### src/rtl/space_draw_pkg.sv
// Shared definitions for the sprite draw engine: object codes, sprite sizes,
// colours, screen geometry, state encoding.
package space_draw_pkg;

    localparam logic [3:0] OBJ_NONE   = 4'd0;
    localparam logic [3:0] OBJ_PLAYER = 4'd1;
    localparam logic [3:0] OBJ_ENEMY1 = 4'd2;
    localparam logic [3:0] OBJ_ENEMY4 = 4'd5;
    localparam logic [3:0] OBJ_BULLET = 4'd6;

    localparam logic [7:0] PLAYER_W = 8'd8;
    localparam logic [6:0] PLAYER_H = 7'd8;
    localparam logic [7:0] ENEMY_W  = 8'd8;
    localparam logic [6:0] ENEMY_H  = 7'd8;
    localparam logic [7:0] BULLET_W = 8'd2;
    localparam logic [6:0] BULLET_H = 7'd4;

    localparam logic [2:0] COL_PLAYER = 3'b010;
    localparam logic [2:0] COL_ENEMY  = 3'b100;
    localparam logic [2:0] COL_BULLET = 3'b111;
    localparam logic [2:0] COL_ERASE  = 3'b000;

    localparam logic [8:0] SCREEN_W = 9'd160;
    localparam logic [7:0] SCREEN_H = 8'd120;
    localparam logic [7:0] LAST_X   = 8'd159;
    localparam logic [6:0] LAST_Y   = 7'd119;

    typedef enum logic [2:0] {
        IDLE,
        LATCH,
        DRAW,
        DRAW_DONE,
        ERASE,
        ERASE_DONE
    } drawStateT;

    function automatic logic isEnemy(input logic [3:0] code);
        return (code >= OBJ_ENEMY1) && (code <= OBJ_ENEMY4);
    endfunction

    function automatic logic [7:0] spriteWidth(input logic [3:0] code);
        if (code == OBJ_PLAYER)  return PLAYER_W;
        if (isEnemy(code))       return ENEMY_W;
        if (code == OBJ_BULLET)  return BULLET_W;
        return 8'd0;
    endfunction

    function automatic logic [6:0] spriteHeight(input logic [3:0] code);
        if (code == OBJ_PLAYER)  return PLAYER_H;
        if (isEnemy(code))       return ENEMY_H;
        if (code == OBJ_BULLET)  return BULLET_H;
        return 7'd0;
    endfunction

    function automatic logic [2:0] spriteColour(input logic [3:0] code);
        if (code == OBJ_PLAYER)  return COL_PLAYER;
        if (isEnemy(code))       return COL_ENEMY;
        if (code == OBJ_BULLET)  return COL_BULLET;
        return COL_ERASE;
    endfunction

endpackage

### src/rtl/sprite_draw_engine_if.sv
// Sequencer/VGA signal bundle for the sprite draw engine.
// master = draw sequencer side, slave = engine side.
interface sprite_draw_engine_if;
    logic [3:0] object_to_draw;
    logic       vga_plot;
    logic       in_erase_state;
    logic [7:0] obj_x;
    logic [6:0] obj_y;
    logic [7:0] vga_x;
    logic [6:0] vga_y;
    logic [2:0] vga_colour;
    logic       vga_write;
    logic       done_drawing;
    logic       done_erasing;

    modport master (
        output object_to_draw, vga_plot, in_erase_state, obj_x, obj_y,
        input  vga_x, vga_y, vga_colour, vga_write, done_drawing, done_erasing
    );

    modport slave (
        input  object_to_draw, vga_plot, in_erase_state, obj_x, obj_y,
        output vga_x, vga_y, vga_colour, vga_write, done_drawing, done_erasing
    );
endinterface

### src/rtl/sprite_rom.sv
// 8x8 one-bit bitmaps for the player and enemy sprites (bit dx of row dy, 1 = opaque).
// Only instantiated when SPRITE_DRAW_ROM_EN is defined.
module sprite_rom
    import space_draw_pkg::*;
(
    input  logic [3:0] objCode,
    input  logic [2:0] dy,
    input  logic [2:0] dx,
    output logic       pixel
);
    logic [7:0] row;

    always_comb begin
        row = 8'hFF;
        if (objCode == OBJ_PLAYER) begin
            case (dy)
                3'd0: row = 8'b00011000;
                3'd1: row = 8'b00111100;
                3'd2: row = 8'b01111110;
                3'd3: row = 8'b11111111;
                3'd4: row = 8'b11111111;
                3'd5: row = 8'b01100110;
                3'd6: row = 8'b11000011;
                default: row = 8'b10000001;
            endcase
        end else begin
            case (dy)
                3'd0: row = 8'b10000001;
                3'd1: row = 8'b01011010;
                3'd2: row = 8'b00111100;
                3'd3: row = 8'b11111111;
                3'd4: row = 8'b10111101;
                3'd5: row = 8'b00111100;
                3'd6: row = 8'b01000010;
                default: row = 8'b10000001;
            endcase
        end
        pixel = row[dx];
    end
endmodule

### src/rtl/sprite_draw_engine.sv
// Rasterises one sprite, or erases the whole 160x120 screen, one pixel per clock.
// Define SPRITE_DRAW_ROM_EN to take player/enemy pixels from sprite_rom bitmaps instead of solid blocks.
// IDLE wait for start | LATCH capture object, emit pixel 0 | DRAW emit remaining pixels
// DRAW_DONE wait for code 0 | ERASE clear screen | ERASE_DONE wait for erase request to drop
module sprite_draw_engine
    import space_draw_pkg::*;
(
    input  logic clk,
    input  logic reset,
    sprite_draw_engine_if.slave bus
);
    drawStateT  state;
    logic [3:0] objCode;
    logic [7:0] objX;
    logic [6:0] objY;
    logic [7:0] dx;
    logic [6:0] dy;

    logic [7:0] vgaX;
    logic [6:0] vgaY;
    logic [2:0] vgaColour;
    logic       vgaWrite;
    logic       doneDrawing;
    logic       doneErasing;

    logic [3:0] curCode;
    logic [7:0] curX;
    logic [6:0] curY;
    logic [7:0] sprW;
    logic [6:0] sprH;
    logic [7:0] nextDx;
    logic [6:0] nextDy;
    logic       lastPixel;
    logic [8:0] pixX;
    logic [7:0] pixY;
    logic       onScreen;
    logic       pixelOn;

    // In LATCH the object is not yet captured, so pixel 0 is built straight from the inputs.
    always_comb begin
        curCode   = (state == LATCH) ? bus.object_to_draw : objCode;
        curX      = (state == LATCH) ? bus.obj_x : objX;
        curY      = (state == LATCH) ? bus.obj_y : objY;
        sprW      = spriteWidth(curCode);
        sprH      = spriteHeight(curCode);
        lastPixel = (dx == sprW - 8'd1) && (dy == sprH - 7'd1);
        if (state == LATCH) begin
            nextDx = 8'd0;
            nextDy = 7'd0;
        end else if (dx == sprW - 8'd1) begin
            nextDx = 8'd0;
            nextDy = dy + 7'd1;
        end else begin
            nextDx = dx + 8'd1;
            nextDy = dy;
        end
        pixX     = {1'b0, curX} + {1'b0, nextDx};
        pixY     = {1'b0, curY} + {1'b0, nextDy};
        onScreen = (pixX < SCREEN_W) && (pixY < SCREEN_H);
    end

`ifdef SPRITE_DRAW_ROM_EN
    logic romBit;

    sprite_rom uRom (
        .objCode (curCode),
        .dy      (nextDy[2:0]),
        .dx      (nextDx[2:0]),
        .pixel   (romBit)
    );

    assign pixelOn = (curCode == OBJ_BULLET) ? 1'b1 : romBit;
`else
    assign pixelOn = 1'b1;
`endif

    always_ff @(posedge clk) begin
        if (reset) begin
            state       <= IDLE;
            objCode     <= OBJ_NONE;
            objX        <= 8'd0;
            objY        <= 7'd0;
            dx          <= 8'd0;
            dy          <= 7'd0;
            vgaX        <= 8'd0;
            vgaY        <= 7'd0;
            vgaColour   <= 3'd0;
            vgaWrite    <= 1'b0;
            doneDrawing <= 1'b0;
            doneErasing <= 1'b0;
        end else begin
            vgaWrite    <= 1'b0;
            doneDrawing <= 1'b0;
            doneErasing <= 1'b0;
            case (state)
                IDLE: begin
                    dx <= 8'd0;
                    dy <= 7'd0;
                    if (bus.vga_plot && bus.in_erase_state) begin
                        state <= ERASE;
                    end else if (bus.vga_plot && (bus.object_to_draw != OBJ_NONE)) begin
                        state <= LATCH;
                    end
                end
                LATCH: begin
                    objCode <= bus.object_to_draw;
                    objX    <= bus.obj_x;
                    objY    <= bus.obj_y;
                    dx      <= 8'd0;
                    dy      <= 7'd0;
                    if ((sprW == 8'd0) || (sprH == 7'd0)) begin
                        state       <= DRAW_DONE;
                        doneDrawing <= 1'b1;
                    end else begin
                        state     <= DRAW;
                        vgaX      <= pixX[7:0];
                        vgaY      <= pixY[6:0];
                        vgaColour <= spriteColour(curCode);
                        vgaWrite  <= onScreen && pixelOn;
                    end
                end
                DRAW: begin
                    if (lastPixel) begin
                        state       <= DRAW_DONE;
                        doneDrawing <= 1'b1;
                    end else begin
                        dx        <= nextDx;
                        dy        <= nextDy;
                        vgaX      <= pixX[7:0];
                        vgaY      <= pixY[6:0];
                        vgaColour <= spriteColour(curCode);
                        vgaWrite  <= onScreen && pixelOn;
                    end
                end
                DRAW_DONE: begin
                    if (bus.object_to_draw == OBJ_NONE) state <= IDLE;
                end
                ERASE: begin
                    // The bottom-right pixel on the outputs marks the end of the sweep.
                    if (vgaWrite && (vgaX == LAST_X) && (vgaY == LAST_Y)) begin
                        state       <= ERASE_DONE;
                        doneErasing <= 1'b1;
                    end else begin
                        vgaX      <= dx;
                        vgaY      <= dy;
                        vgaColour <= COL_ERASE;
                        vgaWrite  <= 1'b1;
                        if (dx == LAST_X) begin
                            dx <= 8'd0;
                            dy <= dy + 7'd1;
                        end else begin
                            dx <= dx + 8'd1;
                        end
                    end
                end
                ERASE_DONE: begin
                    if (!bus.in_erase_state) state <= IDLE;
                end
                default: state <= IDLE;
            endcase
        end
    end

    assign bus.vga_x        = vgaX;
    assign bus.vga_y        = vgaY;
    assign bus.vga_colour   = vgaColour;
    assign bus.vga_write    = vgaWrite;
    assign bus.done_drawing = doneDrawing;
    assign bus.done_erasing = doneErasing;

endmodule

### src/flat_wrapper.sv
// flat-port wrapper written by rule: the top's interface ports become plain ports
module sprite_draw_engine_flat import space_draw_pkg::*;
  (clk, reset, bus_object_to_draw, bus_vga_plot, bus_in_erase_state, bus_obj_x, bus_obj_y, bus_vga_x, bus_vga_y, bus_vga_colour, bus_vga_write, bus_done_drawing, bus_done_erasing);
  sprite_draw_engine_if bus_i ();
  input  logic clk;
  input  logic reset;
  input wire logic [$bits(bus_i.object_to_draw)-1:0] bus_object_to_draw;
  input wire logic [$bits(bus_i.vga_plot)-1:0] bus_vga_plot;
  input wire logic [$bits(bus_i.in_erase_state)-1:0] bus_in_erase_state;
  input wire logic [$bits(bus_i.obj_x)-1:0] bus_obj_x;
  input wire logic [$bits(bus_i.obj_y)-1:0] bus_obj_y;
  output wire logic [$bits(bus_i.vga_x)-1:0] bus_vga_x;
  output wire logic [$bits(bus_i.vga_y)-1:0] bus_vga_y;
  output wire logic [$bits(bus_i.vga_colour)-1:0] bus_vga_colour;
  output wire logic [$bits(bus_i.vga_write)-1:0] bus_vga_write;
  output wire logic [$bits(bus_i.done_drawing)-1:0] bus_done_drawing;
  output wire logic [$bits(bus_i.done_erasing)-1:0] bus_done_erasing;
  assign bus_i.object_to_draw = bus_object_to_draw;
  assign bus_i.vga_plot = bus_vga_plot;
  assign bus_i.in_erase_state = bus_in_erase_state;
  assign bus_i.obj_x = bus_obj_x;
  assign bus_i.obj_y = bus_obj_y;
  assign bus_vga_x = bus_i.vga_x;
  assign bus_vga_y = bus_i.vga_y;
  assign bus_vga_colour = bus_i.vga_colour;
  assign bus_vga_write = bus_i.vga_write;
  assign bus_done_drawing = bus_i.done_drawing;
  assign bus_done_erasing = bus_i.done_erasing;
  sprite_draw_engine u_core (.clk(clk), .reset(reset), .bus(bus_i));
endmodule
### config.mk
export PLATFORM = sky130hd
export DESIGN_NAME = sprite_draw_engine_flat
export DESIGN_NICKNAME = d
export VERILOG_FILES = /design/src/rtl/space_draw_pkg.sv /design/src/rtl/sprite_draw_engine_if.sv /design/src/rtl/sprite_rom.sv /design/src/rtl/sprite_draw_engine.sv /design/src/flat_wrapper.sv
export SDC_FILE = /design/constraint.sdc
export NUM_CORES = 1
export LEC_CHECK = 0
export CAP_MARGIN = 20
export CORE_ASPECT_RATIO = 1.1
export CORE_MARGIN = 2
export CORE_UTILIZATION = 35
export DETAILED_ROUTE_END_ITERATION = 7
export PLACE_DENSITY = 0.57
export SLEW_MARGIN = 15
export SYNTH_ARGS = -nofsm -noshare
export SYNTH_HDL_FRONTEND = slang
export SYNTH_HIERARCHICAL = 1
export SYNTH_SLANG_ARGS = --single-unit
### constraint.sdc
create_clock -name clk -period 12 [get_ports clk]
set_input_delay 2.4 -clock clk [delete_from_list [all_inputs] [get_ports clk]]
set_output_delay 2.4 -clock clk [all_outputs]
set_load 0.05 [all_outputs]
# After elaboration in Yosys (flattened, before gate mapping)
# Index checks and enable logic that the tools add are counted.
[totals] register_bits=58 in_bits=23 output_inout_bits=21 wordCells=159
[classes] add_sub_neg=6 order_cmp=4 eq_ne=21 n_mux=94 n_bitwise=1 reduce_logical=21
[op_table] cell="2-to-1 mux 8 bit" n=15
[op_table] cell="2-to-1 mux 7 bit" n=15
[op_table] cell="2-to-1 mux 3 bit" n=18
[op_table] cell="case mux 8 bit (3 select lines)" n=2
[op_table] cell="case mux 7 bit (3 select lines)" n=2
[op_table] cell="2-to-1 mux 1 bit" n=37
[op_table] cell="case mux 3 bit (6 select lines)" n=1
[op_table] cell="== test 8 bit (second input constant)" n=2
[op_table] cell="adder 8 x 8 -> 9 bit" n=1
[op_table] cell="less-than comparator 9 x 8 -> 1 bit (second input constant)" n=1
[op_table] cell="case mux 3 bit (3 select lines)" n=1
[op_table] cell="adder 7 x 7 -> 8 bit" n=1
[op_table] cell="adder 8 x 1 -> 8 bit (second input constant)" n=1
[op_table] cell="== test 8 bit" n=1
[op_table] cell="logical NOT 8 bit" n=1
[op_table] cell="less-than comparator 8 x 7 -> 1 bit (second input constant)" n=1
[op_table] cell="!= test 2 x 1 -> 1 bit (second input constant)" n=4
[op_table] cell="!= test 2 bit (second input constant)" n=4
[op_table] cell="AND reduction 4 bit" n=2
[op_table] cell="subtractor 8 x 1 -> 8 bit (second input constant)" n=1
[op_table] cell="adder 7 x 1 -> 7 bit (second input constant)" n=1
[op_table] cell="== test 7 bit" n=1
[op_table] cell="== test 7 bit (second input constant)" n=1
[op_table] cell="logical AND 1 bit" n=7
[op_table] cell="22 further kinds" n=26

# Longest topological paths before layout
# Gate-level depths: netlist of the first run.
[depth] word_depth=31 mapped_depth=23 mapped_depth_nobuf=22

# Least setup slack after synthesis of the first run
# OpenSTA, ideal clock, no wires.
[synth_timing] kind="in2reg" start="in bus_object_to_draw[2]" end="reg u_core.vgaWrite, in the netlist u_core/bus.vga_write" setup_ps=86 arrival_time_ps=5877 required_ps=11914 setup_slack_ps=6037 stages=19 path_cell_list="nor2_1 a21oi_1 nor2_1 or3b_2 ha_1 nand2_1 nor2_1 o21ai_0 nor2_1 or3_1 inv_1 ha_1 a211oi_1 nor2_1 o31ai_1 xor2_1 o21bai_1 o211ai_1 a211oi_1"
[synth_via] elab_chain_cells=17
[synth_lines] item="start, declared" line="flat_wrapper.sv:7" rtl="input wire logic [$bits(bus_i.object_to_draw)-1:0] bus_object_to_draw;"
[synth_lines] item="2-to-1 mux 4 bit *" line="sprite_draw_engine.sv:41" rtl="curCode = (state == LATCH) ? bus.object_to_draw : objCode;"
[synth_lines] item=">= comparator 4 x 2 -> 1 bit (tied with other cells)" line="space_draw_pkg.sv:38" rtl="return (code >= OBJ_ENEMY1) && (code <= OBJ_ENEMY4);"
[synth_lines] item="logical AND 1 bit / 2-to-1 mux 1 bit (equally long branches)" line="space_draw_pkg.sv:38, space_draw_pkg.sv:44, space_draw_pkg.sv:51"
[synth_lines] item="2-to-1 mux 8 bit / 2-to-1 mux 1 bit (equally long branches)" line="space_draw_pkg.sv:43, space_draw_pkg.sv:44, space_draw_pkg.sv:51"
[synth_lines] item="2-to-1 mux 8 bit / 2-to-1 mux 1 bit (equally long branches)" line="space_draw_pkg.sv:44, space_draw_pkg.sv:43, space_draw_pkg.sv:50"
[synth_lines] item="2-to-1 mux 8 bit" line="space_draw_pkg.sv:45" rtl="return 8'd0;"
[synth_lines] item="2-to-1 mux 8 bit" line="space_draw_pkg.sv:44" rtl="if (code == OBJ_BULLET) return BULLET_W;"
[synth_lines] item="2-to-1 mux 8 bit" line="space_draw_pkg.sv:43" rtl="if (isEnemy(code)) return ENEMY_W;"
[synth_lines] item="subtractor 8 x 1 -> 8 bit" line="sprite_draw_engine.sv:46, sprite_draw_engine.sv:50"
[synth_lines] item="== test 8 bit" line="sprite_draw_engine.sv:46, sprite_draw_engine.sv:50"
[synth_lines] item="2-to-1 mux 8 bit / 2-to-1 mux 7 bit (equally long branches)" line="sprite_draw_engine.sv:50" rtl="end else if (dx == sprW - 8'd1) begin"
[synth_lines] item="2-to-1 mux 8 bit / 2-to-1 mux 7 bit (equally long branches)" line="sprite_draw_engine.sv:47" rtl="if (state == LATCH) begin"
[synth_lines] item="adder 8 x 8 -> 9 bit / adder 7 x 7 -> 8 bit (equally long branches)" line="sprite_draw_engine.sv:57, sprite_draw_engine.sv:58"
[synth_lines] item="less-than comparator 9 x 8 -> 1 bit / less-than comparator 8 x 7 -> 1 bit (equally long branches)" line="sprite_draw_engine.sv:59" rtl="onScreen = (pixX < SCREEN_W) && (pixY < SCREEN_H);"
[synth_lines] item="logical AND 1 bit" line="sprite_draw_engine.sv:59"
[synth_lines] item="2-to-1 mux 1 bit, on equally long branches" line="sprite_draw_engine.sv:123, sprite_draw_engine.sv:111"
[synth_lines] item="case mux 1 bit (3 select lines) *" line="sprite_draw_engine.sv:95" rtl="case (state)"
[synth_lines] item="end signal, assigned" line="sprite_draw_engine.sv:119" rtl="vgaWrite <= onScreen && pixelOn;"
[synth_lines] item="end signal, assigned" line="sprite_draw_engine.sv:132" rtl="vgaWrite <= onScreen && pixelOn;"
[synth_lines] item="end, declared" line="sprite_draw_engine.sv:22" rtl="logic vgaWrite;"
# Mark *: on every way between the ends. The rest lies on a longest branch, timed or not. The select of a mux whose other input is x is not followed.
# A chain may end at the register's enable or synchronous reset.

# Worst setup path after layout of the first run
# Same ends and word-level chain as after synthesis.

==> metrics.md, run 1 <==
| Metric | Value |
|---|---|
| Outcome | completed |
| Sw Ratio | 40.1% |
| Via Count | 3470 |
| Setup Skew | 0.00710 ns |
| Num rows | 39 |
| Synthesized area | 0.00379 sq mm |
| First-pass GRT wire length | 15.9 mm |
| Crit Path Max Fanout | 8 |
| Layout cell share with drive strength beyond 1 | 7.91% |
| Slew Limit Headroom | 31.1% |
| CTS clock-pin slew for the worst setup and hold paths | 0.05 ns |
| Crit path time final | 6.90 ns |
| Peak VDD IR | 0.0820 mV |
| H-tree levels | 3 |
| GR Overflow Total | 0 |
| Area grow syn2layout | 19.6% |
| Clk buf depth | 2 |
| Reg power frac | 29.4% |
| Post-DP HPWL | 7.07 mm |
| CP required | 12.16 ns |
| Switching pwr | 0.355 mW |
| DRT Pass-1 Iters | 7 |
| Largest family of logic cells by synthesized area | simple AND/OR/NAND/NOR gates |
| Core area | 0.0105 sq mm |
| Critical Path Max Stage Delay | 0.55 ns |
| Vias in the first global route | 3143 |
| # IOs | 44 |
| Setup Crit Path Kind | in -> reg |
| EDFF count, synth | 0 |
| Global Route Usage Sum | 17.5% |
| Initial drt markers | 232 |
| Post-synthesis mux area share | 7.98% |
| # DRC | 0 |
| DIE HEIGHT | 113 microns |
| Initial Util | 36.2% |
| CTS resizes | 0 |
| Setup TNS | 0 ns |
| CTS Hold Bufs | 0 |
| Worst-margin pin slew | 1.03 ns |
| Syn Area/Cell | 7.96 sq um |
| Netlist cell types | 59 |
| Post-CTS Setup Repair Bufs | 0 |
| Endpoint class of the critical path | flip-flop |
| Most common cell after layout, fill and taps aside | nor2_1 |
| # Max-Cap Violations | 0 |
| Crit path buf inv count | 1 |
| Final WL | 9.89 mm |
| Final slew viol count | 0 |
| Int Pwr | 0.530 mW |
| Synth Area in Adders | 6.99% |
| Register area share after synthesis | 30.6% |
| Final Hold Viols | 0 |
| Ant. Diodes | 0 |
| Critical-path cell list | clkdlybuf4s50_1 -> nor2_1 -> a21oi_1 -> nor2_1 -> or3b_2 -> ha_1 -> nand2_1 -> nor2_1 -> o21ai_0 -> nor2_1 -> or3_1 -> fa_1 -> nand2b_1 -> a21oi_1 -> nor4_1 -> nor3_1 -> o21bai_1 -> o211ai_1 -> a211oi_1 |
| Flop2flop setup slack | 6.48 ns |
| Synth async-reset ratio | 0% |
| Ys Warns | 6 |
| Total die area | 0.0117 sq mm |
| Post-Syn Nets | 520 |
| Count of buffers from port buffering | 43 |
| Synth Area in XOR/XNOR | 3.92% |
| Clock Latency Late Sink | 0.33 ns |
| Fmax | 145 MHz |
| Part of the power in the clock network | 26.3% |
| RSZ-0062 raised after global routing | false |
| CP top delay family | simple AND/OR/NAND/NOR gates |
| RD Place Congestion | 0.892 |
| Tightest Hold Check Type | reg -> reg |
| FF+latch count, synth | 58 |
| Die W | 103 microns |
| Predominant post-synthesis flop cell | dfxtp_1 |
| Post-synthesis simple-gate area fraction | 26.4% |
| Largest net degree at the start of global routing | 55 |
| Initial antenna violation count | 0 |
| Crit path launch type | input port |
| Power density cells | 195 mW/mm^2 |
| Final setup viols | 0 |
| Slowest cell on crit path | clkdlybuf4s50_1 |
| CTS Sinks | 58 |
| Root buf cell | clkbuf_16 |
| Total power | 0.885 mW |
| Leakage | 1.74 nW |
| Synth Area in Compound Gates | 18.7% |
| Nets | 545 |
| Highest-count cells in the layout ignoring fill and taps | nor2_1 (62), dfxtp_1 (58), nand2_1 (46), clkdlybuf4s50_1 (42), a21oi_1 (31) |
| Cell repeated most along the worst path | nor2_1 |
| Combinational Power Share | 44.3% |
| Fin crit share | 57.5% |
| Post-DRT Antenna Nets | 0 |
| Post-Syn Instances | 477 |
| Routed vias/inst | 5.35 |
| Worst Path Arrival | 7.06 ns |
| DR WL/cell | 15.2 microns |
| CTS tree | built |
| TritonCTS buffer count | 9 |
[Yosys cell counts (all sizes together) (12+ instances only)]
cell    number  share of area [%]
nand2b      14                2.3
mux2        15                4.5
nor2        62                6.1
inv         14                1.4
nor2b       16                2.6
a21oi       31                4.1
clkbuf      24                2.4
nand3       14                1.8
dfxtp       58                 31
nand2       46                4.6
o21ai       26                3.4
ha          18                5.9
a211oi      12                2.4
mux2i       13                3.5
[power groups by stage]
stage | sequential (mW) | clock [mW] | combinational [mW]
finish | 0.260 | 0.233 | 0.393
global placement | 0.263 | 0 | 0.389
floorplan | 0.322 | 0 | 0.240
detailed placement | 0.264 | 0 | 0.391
global route | 0.265 | 0.248 | 0.427
CTS | 0.260 | 0.239 | 0.393
[area by class of cell]
cell class,count,area (sq um)
clock buffers,12,256
flip-flops and latches,58,1160
well taps,143,179
clock inverters,3,15.0
multi-input cells,374,2430
fillers,1051,5950
repair buffers,45,440
inverters,14,52.6
[worst paths after layout]
| check | start | depth (start not counted) | endpoint |
|---|---|---|---|
| setup / recovery | bus_object_to_draw[2] | 19 | u_core/bus.vga_write |
| hold / removal | u_core/bus.vga_colour[1] | 2 | u_core/bus.vga_colour[1] |
| setup reg to reg | u_core/state[0] | 18 | u_core/bus.vga_write |
| hold reg to reg | u_core/bus.vga_colour[1] | 2 | u_core/bus.vga_colour[1] |
[logic make-up (layout without fill, tap and decap cells)]
logic type                 count (synthesis)  in the layout
xor gates and xnor gates                  17             17
DFF                                       58             58
buffers and inverters                     45             74
AOI/OAI and AO/OA                        109            109
adders and majority gates                 20             20
muxes                                     28             28
and+or+nand+nor                          200            200
[worst reg2reg max path, cell delays in order, from the launching register on]
cell      delay [ns]
dfxtp_1         0.51
nor3b_4         0.23
buf_4           0.43
mux2i_1         0.37
or3b_2          0.49
ha_1            0.29
nand2_1         0.10
nor2_1          0.04
o21ai_0         0.47
nor2_1          0.29
or3_1           0.42
fa_1            0.42
nand2b_1        0.20
a21oi_1         0.34
nor4_1          0.09
nor3_1          0.31
o21bai_1        0.15
o211ai_1        0.11
a211oi_1        0.10
[sequential cells by signal, indices dropped and copies added, names as in the netlist, 3 cells and up]
name / flops
u_core/bus.vga_y: 7
u_core/bus.vga_x: 8
u_core/bus.vga_colour: 3
u_core/dy: 7
u_core/objCode: 4
u_core/dx: 8
u_core/state: 3
u_core/objY: 7
u_core/objX: 8
[routing by layer]
layer  global-route usage (%)  vias to the layer above  part of all wire (%)
met1                     24.1                     1600                    48
met4                     6.23                        0                   1.7
li1                         -                     1754                     -
met3                     3.89                       12                   5.4
met2                     26.7                      104                    45
met5                        0                        -                     0
[through the flow]
step           instance area (sq um)  std cells  utilization [%]  hold WS (ns)  worst slack (ns)
2_1_floorplan                   3790        477                -         0.490              6.04
3_3_place_gp                    4270        634             40.7         0.469              4.96
3_5_place_dp                    4270        634             40.7         0.465              4.80
4_1_cts                         4540        649             43.3         0.474              5.13
5_1_grt                         4540        649             43.3         0.516              4.60
6_report                        4540        649             43.3         0.472              5.10
(Power assumes the default switching activity.)
==> inputs of run 2 (changes only) <==
clock period = 6.8 ns   (was 12 ns; I/O delays follow)
==> run 2 against run 1 <==
Worst hold slack improved by 0.0053 ns. Cell area rose by 0.17%. Die area did not move. First-iteration DRC count rose by 14%. Clock power rose by 77%. Clock skew fell by 0.0027 ns. Largest cell class unchanged. Setup slack got worse by 4.2 ns. Sequential share of layout area barely moved. Flip-flop and latch count did not move. Combinational power rose by 78%. Critical endpoint unchanged. Via count rose by 0.12%. Global-route usage rose by 0.77 points.
==> metrics.md, run 2 (synthesized netlist as in run 1, its figures left out) <==
| Metric | Value |
|---|---|
| Core area | 0.0105 sq mm (unchanged) |
| # DRC | 0 (unchanged) |
| Nets | 546 (+0.18%) |
| Min-Delay Path Depth | 2 (unchanged) |
| Final Util | 43.3% (+0.072 points) |
| Via Count | 3474 (+0.12%) |
| Final slew viol count | 0 (unchanged) |
| Highest-count cells in the layout ignoring fill and taps | nor2_1 (62), dfxtp_1 (58), nand2_1 (46), clkdlybuf4s50_1 (42), a21oi_1 (31) |
| Post-DP HPWL | 7.26 mm (+2.7%) |
| CP top delay family | compound AO/OA/AOI/OAI gates |
| Root buf cell | clkbuf_16 |
| DR WL/cell | 15.5 microns (+2.0%) |
| Total power | 1.57 mW (+77%) |
| CTS tree | built |
| Setup TNS | 0 ns (unchanged) |
| Cell repeated most along the worst path | nor2_1 |
| Leakage | 1.74 nW (+0.24%) |
| # Max-Cap Violations | 0 (unchanged) |
| Initial drt markers | 265 (+14%) |
| Grt met1 use | 24.5% (+0.36 points) |
| Area grow syn2layout | 19.8% |
| Global Route Usage Sum | 18.3% (+0.77 points) |
| Critical Path Max Stage Delay | 0.54 ns (about the same) |
| GR Overflow Total | 0 (unchanged) |
| Clock Latency Late Sink | 0.33 ns (about the same) |
| Crit path buf inv count | 1 (unchanged) |
| DRT Pass-1 Iters | 4 (-3) |
| Final setup viols | 0 (unchanged) |
| CP required | 7.03 ns (-5.13 ns) |
| Peak VDD IR | 0.143 mV (+75%) |
| First-pass GRT wire length | 16.4 mm (+3.5%) |
| Worst Reg-to-Reg Cells | 17 (-1) |
| Crit path launch type | input port |
| Fin crit share | 86.5% |
| Vias in the first global route | 3244 (+3.2%) |
| Post-CTS Setup Repair Bufs | 0 (unchanged) |
| Post-DRT Antenna Nets | 0 (unchanged) |
| # IOs | 44 (unchanged) |
| Layout cell share with drive strength beyond 1 | 8.09% (+0.18 points) |
| M3 GR Usage | 4.32% (+0.43 points) |
| Met2 Track Usage GR | 28.6% (+1.9 points) |
| CTS Hold Bufs | 0 (unchanged) |
| Routed vias/inst | 5.34 (about the same) |
| Ant. Diodes | 0 (unchanged) |
| Setup Crit Path Kind | in -> reg |
| Largest net degree at the start of global routing | 55 (unchanged) |
| Fmax | 170 MHz |
| Min Hold Slack | 0.477 ns (+0.00531 ns) |
| RD Place Congestion | 0.859 (-3.6%) |
| Power density cells | 345 mW/mm^2 (+77%) |
| Post-Layout Cell Count | 650 (+0.15%) |
| Total die area | 0.0117 sq mm (unchanged) |
| Setup Skew | 0.00438 ns (-0.00271 ns) |
| # placed instances | 635 (+0.16%) |
| Outcome | completed |
| Final Hold Viols | 0 (unchanged) |
| TritonCTS buffer count | 9 (unchanged) |
| Top Usage Layer GRT | met2 |
| Endpoint class of the critical path | flip-flop |
| Die W | 103 microns (unchanged) |
| Num rows | 39 (unchanged) |
| Number of stages on the worst setup path | 19 (unchanged) |
| DIE HEIGHT | 113 microns (unchanged) |
| Initial Util | 36.2% (unchanged) |
| Worst-margin pin slew | 1.02 ns (-0.0122 ns) |
| Slowest cell on crit path | clkdlybuf4s50_1 |
| Critical-path cell list | clkdlybuf4s50_1 -> nor2_1 -> a21oi_1 -> nor2_1 -> or3b_2 -> ha_1 -> nand2_1 -> nor2_1 -> o21ai_0 -> nor2_1 -> or3_1 -> fa_1 -> nand2b_1 -> a21oi_1 -> o31a_1 -> nor3_1 -> o21bai_1 -> o211ai_1 -> a211oi_1 |
| Initial antenna violation count | 0 (unchanged) |
| H-tree levels | 3 (unchanged) |
| Final WL | 10.1 mm (+2.2%) |
| Count of buffers from port buffering | 43 (unchanged) |
| CTS resizes | 0 (unchanged) |
| Tightest Hold Check Type | reg -> reg |
| RSZ-0062 raised after global routing | false |
| Most common cell after layout, fill and taps aside | nor2_1 |
| CTS clock-pin slew for the worst setup and hold paths | 0.05 ns (about the same) |
| Worst Path Arrival | 6.11 ns (-0.95 ns) |
| Clk buf depth | 2 (unchanged) |
| Slew Limit Headroom | 32.0% (+0.81 points) |
| CTS Sinks | 58 (unchanged) |
| Crit path time final | 5.88 ns |
| Crit Path Max Fanout | 8 (unchanged) |
[run 2: cell count changes in the layout (fill, tap and decap cells not counted), sizes merged]
cell,previous run,this run
buf,3,4
[run 2: layout make-up]
type | instances | area [sq um]
clock buffers | 12 | 256
clock inverters | 3 | 15.0
fillers | 1059 | 5950
inverters | 14 | 52.6
multi-input cells | 374 | 2430
flip-flops and latches | 58 | 1160
well taps | 143 | 179
repair buffers | 46 | 448
[run 2: metrics by stage]
step / cell area [sq um] / setup slack (ns)
finish: 4550 / 0.921
CTS: 4550 / 0.937
detailed placement: 4270 / 0.641
global route: 4550 / 0.450
floorplan: 3790 / 1.88
global placement: 4270 / 0.814
[run 2: worst register-to-register path: cells and delay by family (launching register included)]
| family | cells | cell delay, ns |
|---|---|---|
| DFF | 1 | 0.50 |
| muxes | 1 | 0.39 |
| adders and majority gates | 2 | 0.73 |
| AOI/OAI and AO/OA | 6 | 1.57 |
| and+or+nand+nor | 8 | 2.42 |
[run 2: final timing paths]
check | from | to | slack, ns
setup / recovery | bus_object_to_draw[2] | u_core/bus.vga_write | 0.92
hold reg to reg | u_core/bus.vga_colour[1] | u_core/bus.vga_colour[1] | 0.48
hold / removal | u_core/bus.vga_colour[1] | u_core/bus.vga_colour[1] | 0.48
setup reg to reg | u_core/state[0] | u_core/bus.vga_write | 1.10
[run 2: metal layers]
metal	vias to the layer above	part of all wire [%]
met5	-	0
met2	86	46
met4	0	1.3
met1	1624	48
met3	10	4.6
li1	1754	-
[run 2: where the power goes]
group | internal (mW) | total, mW | switching, mW
logic | 0.272 | 0.700 | 0.428
clock network | 0.262 | 0.412 | 0.151
registers | 0.403 | 0.458 | 0.0552
total | 0.936 | 1.57 | 0.634
==> inputs of run 3 (changes only) <==
CORE_MARGIN = default   (was 2)
==> run 3 against run 2 <==
Clock-buffer cell count decreased by 1. Combinational power about the same. First-iteration DRC count decreased by 4.9%. Die area decreased by 3.7%. Sequential power about the same. Critical path depth unchanged. Setup slack got worse by 0.020 ns. Largest power group unchanged.
==> metrics.md, run 3 (synthesized netlist as in run 1, its figures left out) <==
| Metric | Value |
|---|---|
| Min Hold Slack | 0.486 ns (+0.00904 ns) |
| Power density cells | 360 mW/mm^2 (+4.2%) |
| Initial Util | 36.2% (unchanged) |
| Nets | 546 (unchanged) |
| CP startpoint | bus_object_to_draw[2] |
| Crit path launch type | input port |
| Post-CTS Setup Repair Bufs | 0 (unchanged) |
| Peak VDD IR | 0.157 mV (+9.4%) |
| H-tree levels | 3 (unchanged) |
| # placed instances | 635 (unchanged) |
| CTS resizes | 0 (unchanged) |
| Clock Latency Late Sink | 0.33 ns (about the same) |
| Num rows | 39 (unchanged) |
| Sw Ratio | 39.3% (-1.0 points) |
| Fin crit share | 86.7% (+0.29 points) |
| Setup TNS | 0 ns (unchanged) |
| Crit path time final | 5.90 ns (+0.0199 ns) |
| Final WL | 10.3 mm (+1.9%) |
| Core area | 0.0105 sq mm (unchanged) |
| Fmax | 170 MHz (-0.34%) |
| Final Util | 43.8% (+0.47 points) |
| Post-DP HPWL | 7.27 mm (+0.19%) |
| Ant. Diodes | 0 (unchanged) |
| RSZ-0062 raised after global routing | false |
| Global Route Usage Sum | 18.9% (+0.60 points) |
| Worst Path Arrival | 6.13 ns (+0.02 ns) |
| Final setup viols | 0 (unchanged) |
| DIE HEIGHT | 111 microns (-1.8%) |
| Worst-margin pin slew | 1.05 ns (+0.0325 ns) |
| Die W | 101 microns (-1.9%) |
| Setup Crit Path Kind | in -> reg |
| Routed vias/inst | 5.43 (+1.7%) |
| Via Count | 3538 (+1.8%) |
| Hold path start | u_core/bus.vga_colour[1] |
| Post-DRT Antenna Nets | 0 (unchanged) |
| Setup Skew | 0.00653 ns (+0.00214 ns) |
| Total die area | 0.0113 sq mm (-3.7%) |
| CTS tree | built |
| Leakage | 1.76 nW (+0.99%) |
| Outcome | completed |
| Fill count | 1068 (+0.85%) |
| Highest-count cells in the layout ignoring fill and taps | nor2_1 (62), dfxtp_1 (58), nand2_1 (46), clkdlybuf4s50_1 (42), a21oi_1 (31) |
| Largest net degree at the start of global routing | 55 (unchanged) |
| Min-Delay Path Depth | 2 (unchanged) |
| Area grow syn2layout | 21.1% |
| # Max-Cap Violations | 0 (unchanged) |
| Slew Limit Headroom | 29.8% (-2.2 points) |
| Worst r2r src | u_core/state[0] |
| DRT Pass-1 Iters | 5 (+1) |
| Switching pwr | 0.650 mW (+2.6%) |
| # DRC | 0 (unchanged) |
| Initial drt markers | 252 (-4.9%) |
| TritonCTS buffer count | 9 (unchanged) |
| CP required | 7.03 ns (about the same) |
| Vias in the first global route | 3283 (+1.2%) |
| Layout cell share with drive strength beyond 1 | 8.27% (+0.18 points) |
| Most common cell after layout, fill and taps aside | nor2_1 |
| Worst Reg-to-Reg Cells | 17 (unchanged) |
| Final Hold Viols | 0 (unchanged) |
| Tightest Hold Check Type | reg -> reg |
| Reg power frac | 27.7% (-1.5 points) |
| Part of the power in the clock network | 30.0% (+3.7 points) |
| GR Overflow Total | 0 (unchanged) |
| Initial antenna violation count | 0 (unchanged) |
| Clk buf depth | 2 (unchanged) |
| Flop2flop setup slack | 1.06 ns (-0.04 ns) |
| First-pass GRT wire length | 16.5 mm (+0.59%) |
| Count of buffers from port buffering | 43 (unchanged) |
| Endpoint class of the critical path | flip-flop |
| Final setup margin | 0.901 ns (-0.0199 ns) |
| RD Place Congestion | 0.865 (+0.65%) |
| # IOs | 44 (unchanged) |
| DR WL/cell | 15.8 microns (+1.8%) |
| CTS clock-pin slew for the worst setup and hold paths | 0.06 ns (about the same) |
| Final slew viol count | 0 (unchanged) |
| Crit Path Max Fanout | 8 (unchanged) |
| CTS Hold Bufs | 0 (unchanged) |
| Combinational Power Share | 42.3% (-2.3 points) |
| Pre-CTS setup slack | 0.622 ns (-0.0195 ns) |
| Int Pwr | 1.00 mW (+7.1%) |
| CTS Sinks | 58 (unchanged) |
| Post-Layout Cell Count | 651 (+0.15%) |
| Root buf cell | clkbuf_16 |
## run 3: path summary, 6_finish.rpt
| kind | endpoint |
|---|---|
| hold / removal | u_core/bus.vga_colour[1] |
| setup reg to reg | u_core/bus.vga_write |
| hold reg to reg | u_core/bus.vga_colour[1] |
| setup / recovery | u_core/bus.vga_write |
## run 3: critical path, stage by stage
cell	delay, ns
clkdlybuf4s50_1	0.55
nor2_1	0.07
a21oi_1	0.21
nor2_1	0.07
or3b_2	0.45
ha_1	0.30
nor4b_1	0.25
o21ai_0	0.24
nor2_1	0.50
mux2i_1	0.27
nor2_1	0.08
ha_1	0.30
a211oi_1	0.31
o21bai_1	0.13
a21oi_1	0.24
o21bai_1	0.11
a221oi_1	0.32
o211ai_1	0.13
a211oi_1	0.23
## run 3: metal layers
layer | vias up | wire length [microns] | global-route usage [%]
li1 | 1753 | - | -
met1 | 1659 | 4930 | 24.8
met2 | 107 | 4690 | 30.0
met3 | 19 | 451 | 3.40
met4 | 0 | 225 | 7.83
met5 | - | 0 | 0
## run 3: stage by stage
stage / cell area, sq um / power, mW
floorplan: 3790 / 0.993
global placement: 4270 / 1.15
detailed placement: 4270 / 1.16
CTS: 4590 / 1.66
global route: 4590 / 1.75
finish: 4590 / 1.65
## run 3: layout make-up
| type | instances | area [sq um] | share of cell area (%) |
|---|---|---|---|
| multi-input cells | 374 | 2430 | 53.0 |
| flip-flops and latches | 58 | 1160 | 25.3 |
| repair buffers | 46 | 448 | 9.75 |
| clock buffers | 11 | 243 | 5.28 |
| well taps | 143 | 179 | 3.89 |
| clock inverters | 5 | 77.6 | 1.69 |
| inverters | 14 | 52.6 | 1.14 |
## run 3: power groups by stage
stage / Clock (mW) / Sequential [mW] / Combinational, mW
6_report: 0.496 / 0.459 / 0.699
5_1_grt: 0.520 / 0.468 / 0.761
4_1_cts: 0.502 / 0.460 / 0.702
3_5_place_dp: 0 / 0.467 / 0.697
3_3_place_gp: 0 / 0.464 / 0.687
2_1_floorplan: 0 / 0.568 / 0.424
